`config.mk`:
```
export PLATFORM = sky130hd
export DESIGN_NAME = exec_pipe_flat
export DESIGN_NICKNAME = d
export VERILOG_FILES = /design/src/rtl/exec_pkg.sv /design/src/rtl/exec_pipe_if.sv /design/src/rtl/exec_alu.sv /design/src/rtl/exec_pipe.sv /design/src/flat_wrapper.sv
export SDC_FILE = /design/constraint.sdc
export NUM_CORES = 1
export LEC_CHECK = 0
export ABC_AREA = 1
export CAP_MARGIN = 20
export CELL_PAD_IN_SITES_DETAIL_PLACEMENT = 1
export CELL_PAD_IN_SITES_GLOBAL_PLACEMENT = 2
export CORE_MARGIN = 2
export CORE_UTILIZATION = 37
export CTS_CLUSTER_SIZE = 40
export DETAILED_ROUTE_END_ITERATION = 7
export PLACE_DENSITY = 0.93
export SLEW_MARGIN = 20
export SYNTH_ARGS = -nofsm -noshare
export SYNTH_HDL_FRONTEND = slang
export SYNTH_SLANG_ARGS = --single-unit
export TNS_END_PERCENT = 30
```
`constraint.sdc`:
```
create_clock -name clk -period 5.2 [get_ports clk]
set_input_delay 0.78 -clock clk [delete_from_list [all_inputs] [get_ports clk]]
set_output_delay 0.78 -clock clk [all_outputs]
set_load 0.05 [all_outputs]
```
`src/rtl/exec_pkg.sv`:
```
// Shared opcode encodings, flag bit positions and instruction field layout for the execute unit.
package exec_pkg;

  localparam logic [3:0] OP_ADD = 4'd0;
  localparam logic [3:0] OP_SUB = 4'd1;
  localparam logic [3:0] OP_AND = 4'd2;
  localparam logic [3:0] OP_OR  = 4'd3;
  localparam logic [3:0] OP_XOR = 4'd4;
  localparam logic [3:0] OP_NOT = 4'd5;
  localparam logic [3:0] OP_SHL = 4'd6;
  localparam logic [3:0] OP_SHR = 4'd7;
  localparam logic [3:0] OP_INC = 4'd8;
  localparam logic [3:0] OP_DEC = 4'd9;
  localparam logic [3:0] OP_MOV = 4'd10;
  localparam logic [3:0] OP_CMP = 4'd11;

  localparam int FLAG_C = 3;
  localparam int FLAG_Z = 2;
  localparam int FLAG_S = 1;
  localparam int FLAG_V = 0;

  // Field layout, LSB first: write_en, load_imm, addr3, addr2, addr1, opcode, imm_b, imm_a
  localparam int OFF_WE = 0;
  localparam int OFF_LI = 1;
  localparam int OFF_A3 = 2;

  function automatic int instr_w(input int dw, input int aw);
    return 2*dw + 4 + 3*aw + 2;
  endfunction

  function automatic int off_a2(input int aw);
    return 2 + aw;
  endfunction

  function automatic int off_a1(input int aw);
    return 2 + 2*aw;
  endfunction

  function automatic int off_op(input int aw);
    return 2 + 3*aw;
  endfunction

  function automatic int off_imm_b(input int aw);
    return 6 + 3*aw;
  endfunction

  function automatic int off_imm_a(input int dw, input int aw);
    return 6 + 3*aw + dw;
  endfunction

  function automatic logic writes_rf(input logic [3:0] op);
    return (op != OP_CMP) && (op < 4'd12);
  endfunction

endpackage

```
`src/rtl/exec_pipe_if.sv`:
```
// Instruction-in / result-out handshake bundle for exec_pipe.
interface exec_pipe_if #(
  parameter int DATA_W = 16,
  parameter int ADDR_W = 5
);
  localparam int INSTR_W = 2*DATA_W + 4 + 3*ADDR_W + 2;

  logic               in_valid;
  logic               in_ready;
  logic [INSTR_W-1:0] instr;
  logic               out_valid;
  logic               out_ready;
  logic [DATA_W-1:0]  out;
  logic [3:0]         flag;

  modport master (
    output in_valid, instr, out_ready,
    input  in_ready, out_valid, out, flag
  );

  modport slave (
    input  in_valid, instr, out_ready,
    output in_ready, out_valid, out, flag
  );
endinterface

```
`src/rtl/exec_alu.sv`:
```
// Combinational ALU: (a, b, opcode) -> (result, {carry, zero, sign, overflow}).
module exec_alu
  import exec_pkg::*;
#(
  parameter int DATA_W = 16
) (
  input  logic [DATA_W-1:0] i_a,
  input  logic [DATA_W-1:0] i_b,
  input  logic [3:0]        i_opcode,
  output logic [DATA_W-1:0] o_out,
  output logic [3:0]        o_flag
);
  localparam int SH_W = $clog2(DATA_W);
  localparam int MSB  = DATA_W - 1;

  logic [DATA_W-1:0] w_bop;
  logic [SH_W-1:0]   w_sh;
  logic [DATA_W:0]   w_sum;
  logic [DATA_W:0]   w_diff;
  logic [DATA_W:0]   w_shl;
  logic [DATA_W:0]   w_shr;
  logic [DATA_W-1:0] w_res;
  logic              w_c;
  logic              w_v;
  logic              w_nop;

  // INC/DEC reuse the add/subtract paths with a constant one
  assign w_bop  = (i_opcode == OP_INC || i_opcode == OP_DEC) ? DATA_W'(1) : i_b;
  assign w_sh   = i_b[SH_W-1:0];
  assign w_sum  = {1'b0, i_a} + {1'b0, w_bop};
  assign w_diff = {1'b0, i_a} - {1'b0, w_bop};
  // Extra bit catches the last bit shifted out; stays 0 for a zero shift
  assign w_shl  = {1'b0, i_a} << w_sh;
  assign w_shr  = {i_a, 1'b0} >> w_sh;

  always_comb begin
    w_res = '0;
    w_c   = 1'b0;
    w_v   = 1'b0;
    w_nop = 1'b0;
    case (i_opcode)
      OP_ADD, OP_INC: begin
        w_res = w_sum[DATA_W-1:0];
        w_c   = w_sum[DATA_W];
        w_v   = (i_a[MSB] == w_bop[MSB]) && (w_res[MSB] != i_a[MSB]);
      end
      OP_SUB, OP_CMP, OP_DEC: begin
        w_res = w_diff[DATA_W-1:0];
        w_c   = w_diff[DATA_W];
        w_v   = (i_a[MSB] != w_bop[MSB]) && (w_res[MSB] != i_a[MSB]);
      end
      OP_AND: w_res = i_a & i_b;
      OP_OR:  w_res = i_a | i_b;
      OP_XOR: w_res = i_a ^ i_b;
      OP_NOT: w_res = ~i_a;
      OP_SHL: begin
        w_res = w_shl[DATA_W-1:0];
        w_c   = w_shl[DATA_W];
      end
      OP_SHR: begin
        w_res = w_shr[DATA_W:1];
        w_c   = w_shr[0];
      end
      OP_MOV: w_res = i_a;
      default: w_nop = 1'b1;
    endcase

    o_out  = w_res;
    o_flag = '0;
    if (!w_nop) begin
      o_flag[FLAG_C] = w_c;
      o_flag[FLAG_Z] = (w_res == '0);
      o_flag[FLAG_S] = w_res[MSB];
      o_flag[FLAG_V] = w_v;
    end
  end
endmodule

```
`src/rtl/exec_pipe.sv`:
```
// Two-stage execute unit: S1 holds the instruction, S2 holds the ALU result awaiting the consumer.
// Build option FORWARD_EN bypasses the S2 result into S1 operands instead of stalling on a hazard.
module exec_pipe
  import exec_pkg::*;
#(
  parameter int DATA_W = 16,
  parameter int ADDR_W = 5
) (
  input logic        clk,
  input logic        rst_n,
  exec_pipe_if.slave io_pipe
);
  localparam int IW    = instr_w(DATA_W, ADDR_W);
  localparam int DEPTH = 2**ADDR_W;
  localparam int O_A2  = off_a2(ADDR_W);
  localparam int O_A1  = off_a1(ADDR_W);
  localparam int O_OP  = off_op(ADDR_W);
  localparam int O_IB  = off_imm_b(ADDR_W);
  localparam int O_IA  = off_imm_a(DATA_W, ADDR_W);

  logic              r_s1_valid;
  logic [IW-1:0]     r_s1_instr;
  logic              r_s2_valid;
  logic              r_s2_we;
  logic [ADDR_W-1:0] r_s2_addr3;
  logic [DATA_W-1:0] r_s2_out;
  logic [3:0]        r_s2_flag;
  logic [DATA_W-1:0] r_rf [DEPTH];

  logic [DATA_W-1:0] w_imm_a, w_imm_b, w_a_reg, w_b_reg, w_a, w_b, w_alu_out;
  logic [ADDR_W-1:0] w_addr1, w_addr2, w_addr3;
  logic [3:0]        w_opcode, w_alu_flag;
  logic              w_load_imm, w_write_en;
  logic              w_hit1, w_hit2, w_stall, w_out_fire, w_s1_adv, w_in_ready;

  assign w_write_en = r_s1_instr[OFF_WE];
  assign w_load_imm = r_s1_instr[OFF_LI];
  assign w_addr3    = r_s1_instr[OFF_A3 +: ADDR_W];
  assign w_addr2    = r_s1_instr[O_A2 +: ADDR_W];
  assign w_addr1    = r_s1_instr[O_A1 +: ADDR_W];
  assign w_opcode   = r_s1_instr[O_OP +: 4];
  assign w_imm_b    = r_s1_instr[O_IB +: DATA_W];
  assign w_imm_a    = r_s1_instr[O_IA +: DATA_W];

  // A register read in S1 that targets the write still pending in S2
  assign w_hit1 = !w_load_imm && r_s2_valid && r_s2_we && (w_addr1 == r_s2_addr3);
  assign w_hit2 = !w_load_imm && r_s2_valid && r_s2_we && (w_addr2 == r_s2_addr3);

`ifdef FORWARD_EN
  // S1 only advances when S2 fires, so the bypassed value is the one being written back
  assign w_stall = 1'b0;
  assign w_a_reg = w_hit1 ? r_s2_out : r_rf[w_addr1];
  assign w_b_reg = w_hit2 ? r_s2_out : r_rf[w_addr2];
`else
  assign w_stall = r_s1_valid && (w_hit1 || w_hit2);
  assign w_a_reg = r_rf[w_addr1];
  assign w_b_reg = r_rf[w_addr2];
`endif

  assign w_a        = w_load_imm ? w_imm_a : w_a_reg;
  assign w_b        = w_load_imm ? w_imm_b : w_b_reg;
  assign w_out_fire = r_s2_valid && io_pipe.out_ready;
  assign w_s1_adv   = r_s1_valid && (!r_s2_valid || w_out_fire) && !w_stall;
  assign w_in_ready = !r_s1_valid || w_s1_adv;

  assign io_pipe.in_ready  = w_in_ready;
  assign io_pipe.out_valid = r_s2_valid;
  assign io_pipe.out       = r_s2_out;
  assign io_pipe.flag      = r_s2_flag;

  exec_alu #(.DATA_W(DATA_W)) u_alu (
    .i_a      (w_a),
    .i_b      (w_b),
    .i_opcode (w_opcode),
    .o_out    (w_alu_out),
    .o_flag   (w_alu_flag)
  );

  always_ff @(posedge clk or negedge rst_n) begin
    if (!rst_n) begin
      r_s1_valid <= 1'b0;
      r_s1_instr <= '0;
    end else if (io_pipe.in_valid && w_in_ready) begin
      r_s1_valid <= 1'b1;
      r_s1_instr <= io_pipe.instr;
    end else if (w_s1_adv) begin
      r_s1_valid <= 1'b0;
    end
  end

  always_ff @(posedge clk or negedge rst_n) begin
    if (!rst_n) begin
      r_s2_valid <= 1'b0;
      r_s2_we    <= 1'b0;
      r_s2_addr3 <= '0;
      r_s2_out   <= '0;
      r_s2_flag  <= '0;
    end else if (w_s1_adv) begin
      r_s2_valid <= 1'b1;
      r_s2_we    <= w_write_en && writes_rf(w_opcode);
      r_s2_addr3 <= w_addr3;
      r_s2_out   <= w_alu_out;
      r_s2_flag  <= w_alu_flag;
    end else if (w_out_fire) begin
      r_s2_valid <= 1'b0;
    end
  end

  always_ff @(posedge clk or negedge rst_n) begin
    if (!rst_n) begin
      for (int i = 0; i < DEPTH; i++) r_rf[i] <= '0;
    end else if (w_out_fire && r_s2_we) begin
      r_rf[r_s2_addr3] <= r_s2_out;
    end
  end
endmodule

```
`src/flat_wrapper.sv`:
```
// flat-port wrapper written by rule: the top's interface ports become plain ports
module exec_pipe_flat import exec_pkg::*;
#(
  parameter int DATA_W = 16,
  parameter int ADDR_W = 5
)
  (clk, rst_n, io_pipe_in_valid, io_pipe_instr, io_pipe_out_ready, io_pipe_in_ready, io_pipe_out_valid, io_pipe_out, io_pipe_flag);
  exec_pipe_if #(.DATA_W(DATA_W), .ADDR_W(ADDR_W)) io_pipe_i ();
  input logic clk;
  input logic rst_n;
  input wire logic [$bits(io_pipe_i.in_valid)-1:0] io_pipe_in_valid;
  input wire logic [$bits(io_pipe_i.instr)-1:0] io_pipe_instr;
  input wire logic [$bits(io_pipe_i.out_ready)-1:0] io_pipe_out_ready;
  output wire logic [$bits(io_pipe_i.in_ready)-1:0] io_pipe_in_ready;
  output wire logic [$bits(io_pipe_i.out_valid)-1:0] io_pipe_out_valid;
  output wire logic [$bits(io_pipe_i.out)-1:0] io_pipe_out;
  output wire logic [$bits(io_pipe_i.flag)-1:0] io_pipe_flag;
  assign io_pipe_i.in_valid = io_pipe_in_valid;
  assign io_pipe_i.instr = io_pipe_instr;
  assign io_pipe_i.out_ready = io_pipe_out_ready;
  assign io_pipe_in_ready = io_pipe_i.in_ready;
  assign io_pipe_out_valid = io_pipe_i.out_valid;
  assign io_pipe_out = io_pipe_i.out;
  assign io_pipe_flag = io_pipe_i.flag;
  exec_pipe #(.DATA_W(DATA_W), .ADDR_W(ADDR_W)) u_core (.clk(clk), .rst_n(rst_n), .io_pipe(io_pipe_i));
endmodule
```
After elaboration in Yosys (flattened, before gate mapping)
Index checks and enable logic that the tools add are counted.
{"block": "op_classes", "bitwise_logic": 7, "order_cmp": 5, "n_addsub": 2, "reduce_logical": 30, "eq_ne": 18, "mux": 20, "shift": 2}
{"operator": "bitwise mux 512 bit", "n": 1}
{"operator": "binary-select mux 16 bit (select 5 bit)", "n": 2}
{"operator": "case mux 16 bit (9 select lines)", "n": 1}
{"operator": "two-way mux 16 bit", "n": 8}
{"operator": "demux 16 bit (select 5 bit)", "n": 1}
{"operator": "greater-or-equal comparator 6 bit (second input constant)", "n": 3}
{"operator": "NOT 5 -> 6 bit", "n": 3}
{"operator": "adder 16 x 16 -> 17 bit", "n": 1}
{"operator": "left shift 16 x 4 -> 17 bit", "n": 1}
{"operator": "right shift 17 x 4 -> 17 bit", "n": 1}
{"operator": "subtractor 16 x 16 -> 17 bit", "n": 1}
{"operator": "AND 16 bit", "n": 1}
{"operator": "== test 4 x 3 -> 1 bit (second input constant)", "n": 4}
{"operator": "== test 4 bit (second input constant)", "n": 4}
{"operator": "logical NOT 16 bit", "n": 1}
{"operator": "NOT 16 bit", "n": 1}
{"operator": "bitwise OR 16 bit", "n": 1}
{"operator": "XOR 16 bit", "n": 1}
{"operator": "logical AND 1 bit", "n": 15}
{"operator": "OR reduction 12 bit", "n": 1}
{"operator": "== test 5 bit", "n": 2}
{"operator": "== test 4 x 2 -> 1 bit (second input constant)", "n": 2}
{"operator": "less-than comparator 6 x 1 -> 1 bit (second input constant)", "n": 1}
{"operator": "== test 4 x 1 -> 1 bit (second input constant)", "n": 1}
{"operator": "other kinds (14)", "n": 26}
{"block": "totals", "register_bits": 593, "input_bits": 57, "wordCells": 123, "out_inout_bits": 22}

Depth between registers and ports, before layout
{"block": "logic_depth", "ltp_word": 11, "ltp_mapped": 35, "depth_no_buf": 31}

By module
Synthesis repeated with hierarchy kept, for this count alone.
{"block": "unflattened", "hier_cells": 5561, "hier_area_um2": 36789.0}
{"module": "exec_pipe", "seq_area_each_um2": 14839.2, "area_each_um2": 31810.5, "n_inst": 1, "cells_each": 4559}
{"module": "exec_alu", "seq_area_each_um2": 0.0, "area_each_um2": 4978.5, "n_inst": 1, "cells_each": 1002}

Worst setup path after synthesis
OpenSTA, ideal clock, no wires.
{"block": "synth_path", "path_type": "flip-flop to flip-flop", "start": "reg u_core.r_s1_instr[7]", "end": "reg u_core.r_s2_out[15], in the netlist u_core.io_pipe.out[15]", "required_time_ns": 5.067, "setup_time_ns": 0.133, "setup_slack_ns": 1.034, "path_buffers": 7, "path_stages_with_launch": 32, "t_arrival_ns": 4.032, "synth_period_minus_slack_ns": 4.166, "path_cell_list": "dfrtp_1 buf_6 inv_4 buf_6 buf_6 buf_2 buf_4 buf_2 nor2_1 o22ai_1 nor2_1 o221ai_1 nand3_1 o21ai_1 inv_1 nor2_1 inv_1 ha_1 clkbuf_1 nand2_1 o21ai_0 nand2_1 nand3_1 nand3_1 nand2_1 a21oi_1 o21ai_1 xor2_1 a21oi_1 nand2_1 o21ai_1 o21ai_0"}
{"block": "synth_via", "elab_chain_cells": 8, "word_cells_on_any_way": 20, "cone_classes": "2 x add/sub; 1 x eq/ne; 2 x shift; 6 x mux; 4 x bitwise; 5 x reduce/logical"}
{"item": "start, declared", "line": "exec_pipe.sv:22", "rtl": "logic [IW-1:0] r_s1_instr;"}
{"item": "start signal, assigned", "line": "exec_pipe.sv:85", "rtl": "r_s1_instr <= io_pipe.instr;"}
{"item": "NOT 5 -> 6 bit (implied by the code)", "line": "exec_pipe.sv:57", "rtl": "assign w_b_reg = r_rf[w_addr2];"}
{"item": "binary-select mux 16 bit (select 5 bit)", "line": "exec_pipe.sv:57"}
{"item": "two-way mux 16 bit (implied by the code) (2 in a row)", "line": "exec_pipe.sv:57"}
{"item": "two-way mux 16 bit", "line": "exec_pipe.sv:61", "rtl": "assign w_b = w_load_imm ? w_imm_b : w_b_reg;"}
{"item": "two-way mux 16 bit", "line": "exec_alu.sv:28", "rtl": "assign w_bop = (i_opcode == OP_INC || i_opcode == OP_DEC) ? DATA_W'(1) : i_b;"}
{"item": "subtractor 16 x 16 -> 17 bit / adder 16 x 16 -> 17 bit (equally long branches)", "line": "exec_alu.sv:31, exec_alu.sv:30"}
{"item": "case mux 16 bit (9 select lines)", "line": "exec_alu.sv:41", "rtl": "case (i_opcode)"}
{"item": "end signal, assigned", "line": "exec_pipe.sv:102", "rtl": "r_s2_out <= w_alu_out;"}
{"item": "end, declared", "line": "exec_pipe.sv:26", "rtl": "logic [DATA_W-1:0] r_s2_out;"}
Several ways; a longest one is shown, not always the timed one. The select of a mux whose other input is x is not followed.
A chain may end at the register's enable or synchronous reset.

Worst setup path in the final report
{"block": "layout_path", "start": "reg u_core.r_s1_instr[7]", "end": "reg u_core.r_s2_flag[2], in the netlist u_core.io_pipe.flag[2]"}
{"block": "layout_via", "elab_chain_cells": 10, "word_cells_on_any_way": 22, "cone_classes": "2 x add/sub; 1 x eq/ne; 2 x shift; 7 x mux; 4 x bitwise; 6 x reduce/logical"}
{"item": "NOT 5 -> 6 bit (implied by the code)", "line": "exec_pipe.sv:57"}
{"item": "binary-select mux 16 bit (select 5 bit)", "line": "exec_pipe.sv:57"}
{"item": "two-way mux 16 bit (implied by the code) (2 in a row)", "line": "exec_pipe.sv:57"}
{"item": "two-way mux 16 bit", "line": "exec_pipe.sv:61"}
{"item": "two-way mux 16 bit", "line": "exec_alu.sv:28"}
{"item": "subtractor 16 x 16 -> 17 bit / adder 16 x 16 -> 17 bit (equally long branches)", "line": "exec_alu.sv:31, exec_alu.sv:30"}
{"item": "case mux 16 bit (9 select lines)", "line": "exec_alu.sv:41"}
{"item": "logical NOT 16 bit", "line": "exec_alu.sv:72", "rtl": "o_flag[FLAG_Z] = (w_res == '0);"}
{"item": "two-way mux 4 bit", "line": "exec_alu.sv:70", "rtl": "if (!w_nop) begin"}
{"item": "end signal, assigned", "line": "exec_pipe.sv:103", "rtl": "r_s2_flag <= w_alu_flag;"}
{"item": "end, declared", "line": "exec_pipe.sv:27", "rtl": "logic [3:0] r_s2_flag;"}
Several ways; a longest one is shown, not always the timed one. The select of a mux whose other input is x is not followed.

==> impl_results.rst <==
.. list-table::
   :header-rows: 1

   * - Metric
     - Value
   * - Detailed-route wire length on metal 1
     - roughly 67000 µm
   * - Pre-antenna DRT Iters
     - 5
   * - Largest area contributor in the netlist
     - sky130_fd_sc_hd__dfrtp_1
   * - CTS Root Cell
     - sky130_fd_sc_hd__clkbuf_16
   * - Fin area
     - ~40000 µm²
   * - Kind of capture point of the worst setup path
     - flip-flop
   * - Outcome
     - complete, no violations
   * - Wire length of the first global-routing pass
     - about 240000 µm
   * - DR DRC count
     - 0
   * - Most common library cell in the layout ignoring fill and taps
     - sky130_fd_sc_hd__nand2_1
   * - Clock transition at the registers of the reported paths
     - about 0.06 ns
   * - Die boundary height
     - roughly 310 µm
   * - Fraction of power consumed by the clock network
     - 0.162
   * - Detail Route met2 WL
     - approximately 70000 µm
   * - Commonest register cell after synthesis
     - sky130_fd_sc_hd__dfrtp_1
   * - Required time of the critical path
     - about 5.8 ns
   * - Post-synthesis net count
     - 5161
   * - Routed wire length on met3
     - between 10000 and 15000 µm
   * - Hold slack
     - between 0.15 and 0.2 ns
   * - Post-DP Area
     - ~38000 µm²
   * - Io pins
     - 79
   * - Reported max-cap violation count
     - 0
   * - Iter 0 DRT Violations
     - just under 4000
   * - Area of the placeable core
     - about 95000 µm²
   * - Inserted Clock Buffers
     - 73
   * - Vias in the first global route
     - 37800
   * - NumNets Final
     - roughly 5100
   * - Setup repair after global routing missed its margin
     - false
   * - Post-synthesis to final-layout area growth
     - 15.0%
   * - Clock H-tree levels
     - 3
   * - Data arrival, critical path
     - about 5.6 ns
   * - Clock Path Buffers
     - 3
   * - Port buffer count
     - about 80
   * - Proportion of netlist area held by the largest area contributor
     - 0.418
   * - Area enclosed by the die boundary
     - 98400 µm²
   * - Fin crit period
     - about 5.0 ns
   * - Endpoint of the lowest-slack register-to-register path
     - u_core.io_pipe.flag[2]
   * - Post-layout worst setup margin
     - approximately 0.20 ns
   * - Most frequent cells in the layout
     - sky130_fd_sc_hd__nand2_1 (1578), sky130_fd_sc_hd__o21ai_0 (806), sky130_fd_sc_hd__nand3_1 (653), sky130_fd_sc_hd__dfrtp_1 (587), sky130_fd_sc_hd__nor2_1 (360)
   * - Internal Power
     - 14.8 mW
   * - Final Cycle Share
     - 0.962
   * - Antenna violations before repair
     - 3
   * - Sw frac
     - 0.527
   * - Worst vdd rail ir drop
     - around 0.47 mV
   * - Sequential Power Share
     - 0.216
   * - Share of layout cells above drive strength 1
     - 0.0871
   * - Worst slew slack as a fraction of its limit
     - 0.245
   * - Largest fanout on the critical path
     - 12
   * - Vias per std cell
     - 5.95
   * - Clock Sinks
     - around 600
   * - Width of the die
     - between 300 and 400 µm
   * - Number of placement rows
     - 113
   * - Total count of hold-check failures in the final report
     - 0
   * - Synth unique cells
     - 50
   * - Flops & latches, synth
     - slightly below 600
   * - Post-synthesis cell area
     - ~35000 µm²
   * - EDFF count, synth
     - 0
   * - Critical path class
     - flip-flop to flip-flop
   * - Pin count of the biggest net entering global routing
     - 110
   * - Gp weighted congestion
     - between 0.9 and 1
   * - Total Wirelength
     - between 150000 and 200000 µm
   * - Dominant cells by area after synthesis
     - sky130_fd_sc_hd__dfrtp_1 (42%), sky130_fd_sc_hd__nand2_1 (17%), sky130_fd_sc_hd__o21ai_0 (11%), sky130_fd_sc_hd__nand3_1 (9.2%), sky130_fd_sc_hd__nor2_1 (3.9%)
   * - Highest metal layer used by the detailed router
     - met5
   * - Synth warn
     - 0
   * - Max-slew violations
     - 0
   * - Residual overflow from global routing
     - 0
   * - Cell count after placement
     - 6190
   * - GRT Resource Usage Total
     - 0.313
   * - Timing endpoint of the critical path
     - u_core.io_pipe.flag[2]
   * - Via count
     - approximately 38000
   * - Placement Setup Slack
     - 0.0954 ns
   * - Origin of the worst setup path
     - u_core.r_s1_instr[7]
   * - Leak pwr
     - between 15 and 20 nW
   * - Clock tree from TritonCTS
     - yes
   * - Switching pwr
     - about 16 mW
   * - Initial core utilization
     - 0.374
   * - Final setup vio count
     - 0
   * - Routed WL per cell
     - between 20 and 25 µm
   * - Worst-skew pair later-pin latency
     - roughly 0.65 ns
   * - Post-synthesis area per instance
     - between 7 and 8 µm²
   * - Transition at the pin with the smallest max-transition slack
     - 1.13 ns
   * - Post-Synthesis Cells
     - between 5000 and 6000
   * - Hold buffers post-CTS
     - 0
   * - Timing-limited maximum frequency
     - around 200 MHz
   * - Setup TNS
     - 0 ns
   * - Combinational share of power
     - 0.623
   * - Depth of the most critical reg-to-reg path
     - 26
   * - Post-DP HPWL
     - 104000 µm
   * - Power per cell area
     - roughly 770 nW/µm²
   * - Class of the most critical hold timing path
     - input port to asynchronous set/reset pin
   * - Synth async-reset ratio
     - 1.00
   * - Post-detailed-route count of antenna-violating nets
     - 0
   * - Number of cells in the finished layout apart from fillers
     - about 6300
   * - R2r startpoint
     - u_core.r_s1_instr[7]
   * - Part of the Yosys area used for sequential elements
     - 0.418
   * - FF-to-FF setup slack
     - slightly below 0.2 ns
   * - Startpoint Class
     - flip-flop
   * - Worst clock skew
     - roughly 0.041 ns
## through the flow
step,util,power (mW)
2_1_floorplan,-,17.8
3_3_place_gp,0.402,24.9
3_5_place_dp,0.402,25.3
4_1_cts,0.426,30.5
5_1_grt,0.430,33.1
6_report,0.430,31.3
## how the worst min path moves through the flow
| stage | endpoint | slack (ns) | cells after the start |
|---|---|---|---|
| global placement | u_core.r_s2_addr3[0] | 0.47 | 2 |
| finish | u_core.r_rf[18] | 0.16 | 1 |
| floorplan | u_core.r_s2_addr3[0] | 0.45 | 2 |
| detailed placement | u_core.r_s2_addr3[0] | 0.47 | 2 |
| CTS | u_core.r_rf[147] | 0.22 | 1 |
| global route | u_core.r_rf[81] | 0.23 | 1 |
## synth_stat cells (2+ instances only)
master                      number
sky130_fd_sc_hd__fa_1            2
sky130_fd_sc_hd__o32ai_1         4
sky130_fd_sc_hd__o21bai_1        2
sky130_fd_sc_hd__nand3_2         4
sky130_fd_sc_hd__inv_4           4
sky130_fd_sc_hd__buf_1          18
sky130_fd_sc_hd__clkinv_1        4
sky130_fd_sc_hd__nor2_2          4
sky130_fd_sc_hd__nand4_1        19
sky130_fd_sc_hd__buf_4          26
sky130_fd_sc_hd__o2111ai_1       6
sky130_fd_sc_hd__o22ai_1       100
sky130_fd_sc_hd__inv_1         142
sky130_fd_sc_hd__nor2_1        366
sky130_fd_sc_hd__xnor2_1         3
sky130_fd_sc_hd__ha_1           66
sky130_fd_sc_hd__nand2_2        12
sky130_fd_sc_hd__nand2_1      1579
sky130_fd_sc_hd__a211oi_1        2
sky130_fd_sc_hd__o31ai_1         2
sky130_fd_sc_hd__nor3_1         22
sky130_fd_sc_hd__o221ai_1       20
sky130_fd_sc_hd__dfrtp_1       593
sky130_fd_sc_hd__nand2_4         2
sky130_fd_sc_hd__a221oi_1       12
sky130_fd_sc_hd__buf_6          16
sky130_fd_sc_hd__mux2_2         27
sky130_fd_sc_hd__nor4_1          2
sky130_fd_sc_hd__nand3_1       654
sky130_fd_sc_hd__o21ai_0       810
sky130_fd_sc_hd__o21a_1          3
sky130_fd_sc_hd__nand3b_1        4
sky130_fd_sc_hd__o211ai_1        9
sky130_fd_sc_hd__a21oi_1        81
sky130_fd_sc_hd__inv_2           7
sky130_fd_sc_hd__buf_2         112
sky130_fd_sc_hd__a31oi_1         3
sky130_fd_sc_hd__o21ai_1        29
sky130_fd_sc_hd__xor2_1         13
sky130_fd_sc_hd__clkbuf_1      242
## worst max-delay path, stage by stage (launching register included)
cell and delay, ns:
sky130_fd_sc_hd__dfrtp_4 0.57, sky130_fd_sc_hd__buf_12 0.23, sky130_fd_sc_hd__buf_4 0.22, sky130_fd_sc_hd__o21ai_0 0.09, sky130_fd_sc_hd__o22ai_1 0.30, sky130_fd_sc_hd__o21ai_0 0.17
sky130_fd_sc_hd__o221ai_1 0.23, sky130_fd_sc_hd__o211ai_1 0.17, sky130_fd_sc_hd__o21ai_1 0.17, sky130_fd_sc_hd__inv_1 0.08, sky130_fd_sc_hd__nor2_1 0.14, sky130_fd_sc_hd__inv_1 0.07
sky130_fd_sc_hd__ha_1 0.41, sky130_fd_sc_hd__a21oi_1 0.24, sky130_fd_sc_hd__o21ai_0 0.12, sky130_fd_sc_hd__a21oi_1 0.16, sky130_fd_sc_hd__xor2_1 0.16, sky130_fd_sc_hd__o21ai_0 0.12
sky130_fd_sc_hd__nor3_1 0.48, sky130_fd_sc_hd__o21ai_1 0.14, sky130_fd_sc_hd__inv_1 0.08, sky130_fd_sc_hd__nand3_1 0.11, sky130_fd_sc_hd__nor2_1 0.16, sky130_fd_sc_hd__nand2_1 0.07
sky130_fd_sc_hd__nor2_1 0.10, sky130_fd_sc_hd__nand3_1 0.08, sky130_fd_sc_hd__nand2_1 0.06
## power groups by stage
stage          clock [mW]  combinational (mW)  sequential, mW
3_5_place_dp            0                18.6            6.75
3_3_place_gp            0                18.2            6.72
2_1_floorplan           0                11.3            6.53
4_1_cts              5.15                18.7            6.69
5_1_grt              5.31                20.9            6.86
6_report             5.06                19.5            6.75
## sequential cells by signal, summed over array words and instances, names as in the netlist
signal and flops:
u_core.r_s1_instr 53, u_core.io_pipe.out 16, u_core.r_s1_valid 1, u_core.r_s2_addr3 5
u_core.io_pipe.out_valid 1, u_core.io_pipe.flag 4, u_core.r_s2_we 1, u_core.r_rf 512
## layer usage
layer  track usage  vias to the layer above
met5             0                        -
met4         0.159                        2
met3        0.0404                      411
met2         0.489                     1712
met1         0.427                    18800
li1              -                    16700
## kinds of logic (layout without fill, tap and decap cells)
kind of cell,Yosys count,in the layout,synth area share
buffers and inverters,572,599,0.0709
adders and majority gates,68,68,0.0244
and+or+nand+nor,2670,2670,0.310
other,0,1,0
DFF,593,593,0.418
AOI/OAI and AO/OA,1090,1090,0.164
muxes,27,27,0.00857
xor gates and xnor gates,16,16,0.00395
## repair_timing
item,in CTS,in global routing
setup endpoints to repair,0,12
resized for setup,0,28
setup buffers,0,8
## area by class of cell
type                            instances  area, µm²
Fill cell                           12000      54200
Multi-Input combinational cell       3871      18200
Sequential cell                       593      14900
Timing Repair Buffer                  316       3200
Clock buffer                          105       2100
Tap cell                             1265       1580
Inverter                              157        637
Clock inverter                         20        196
Timing Repair inverter                  1       11.3
Antenna cell                            1       2.50
Note: power is estimated with default switching activity, not from simulation.
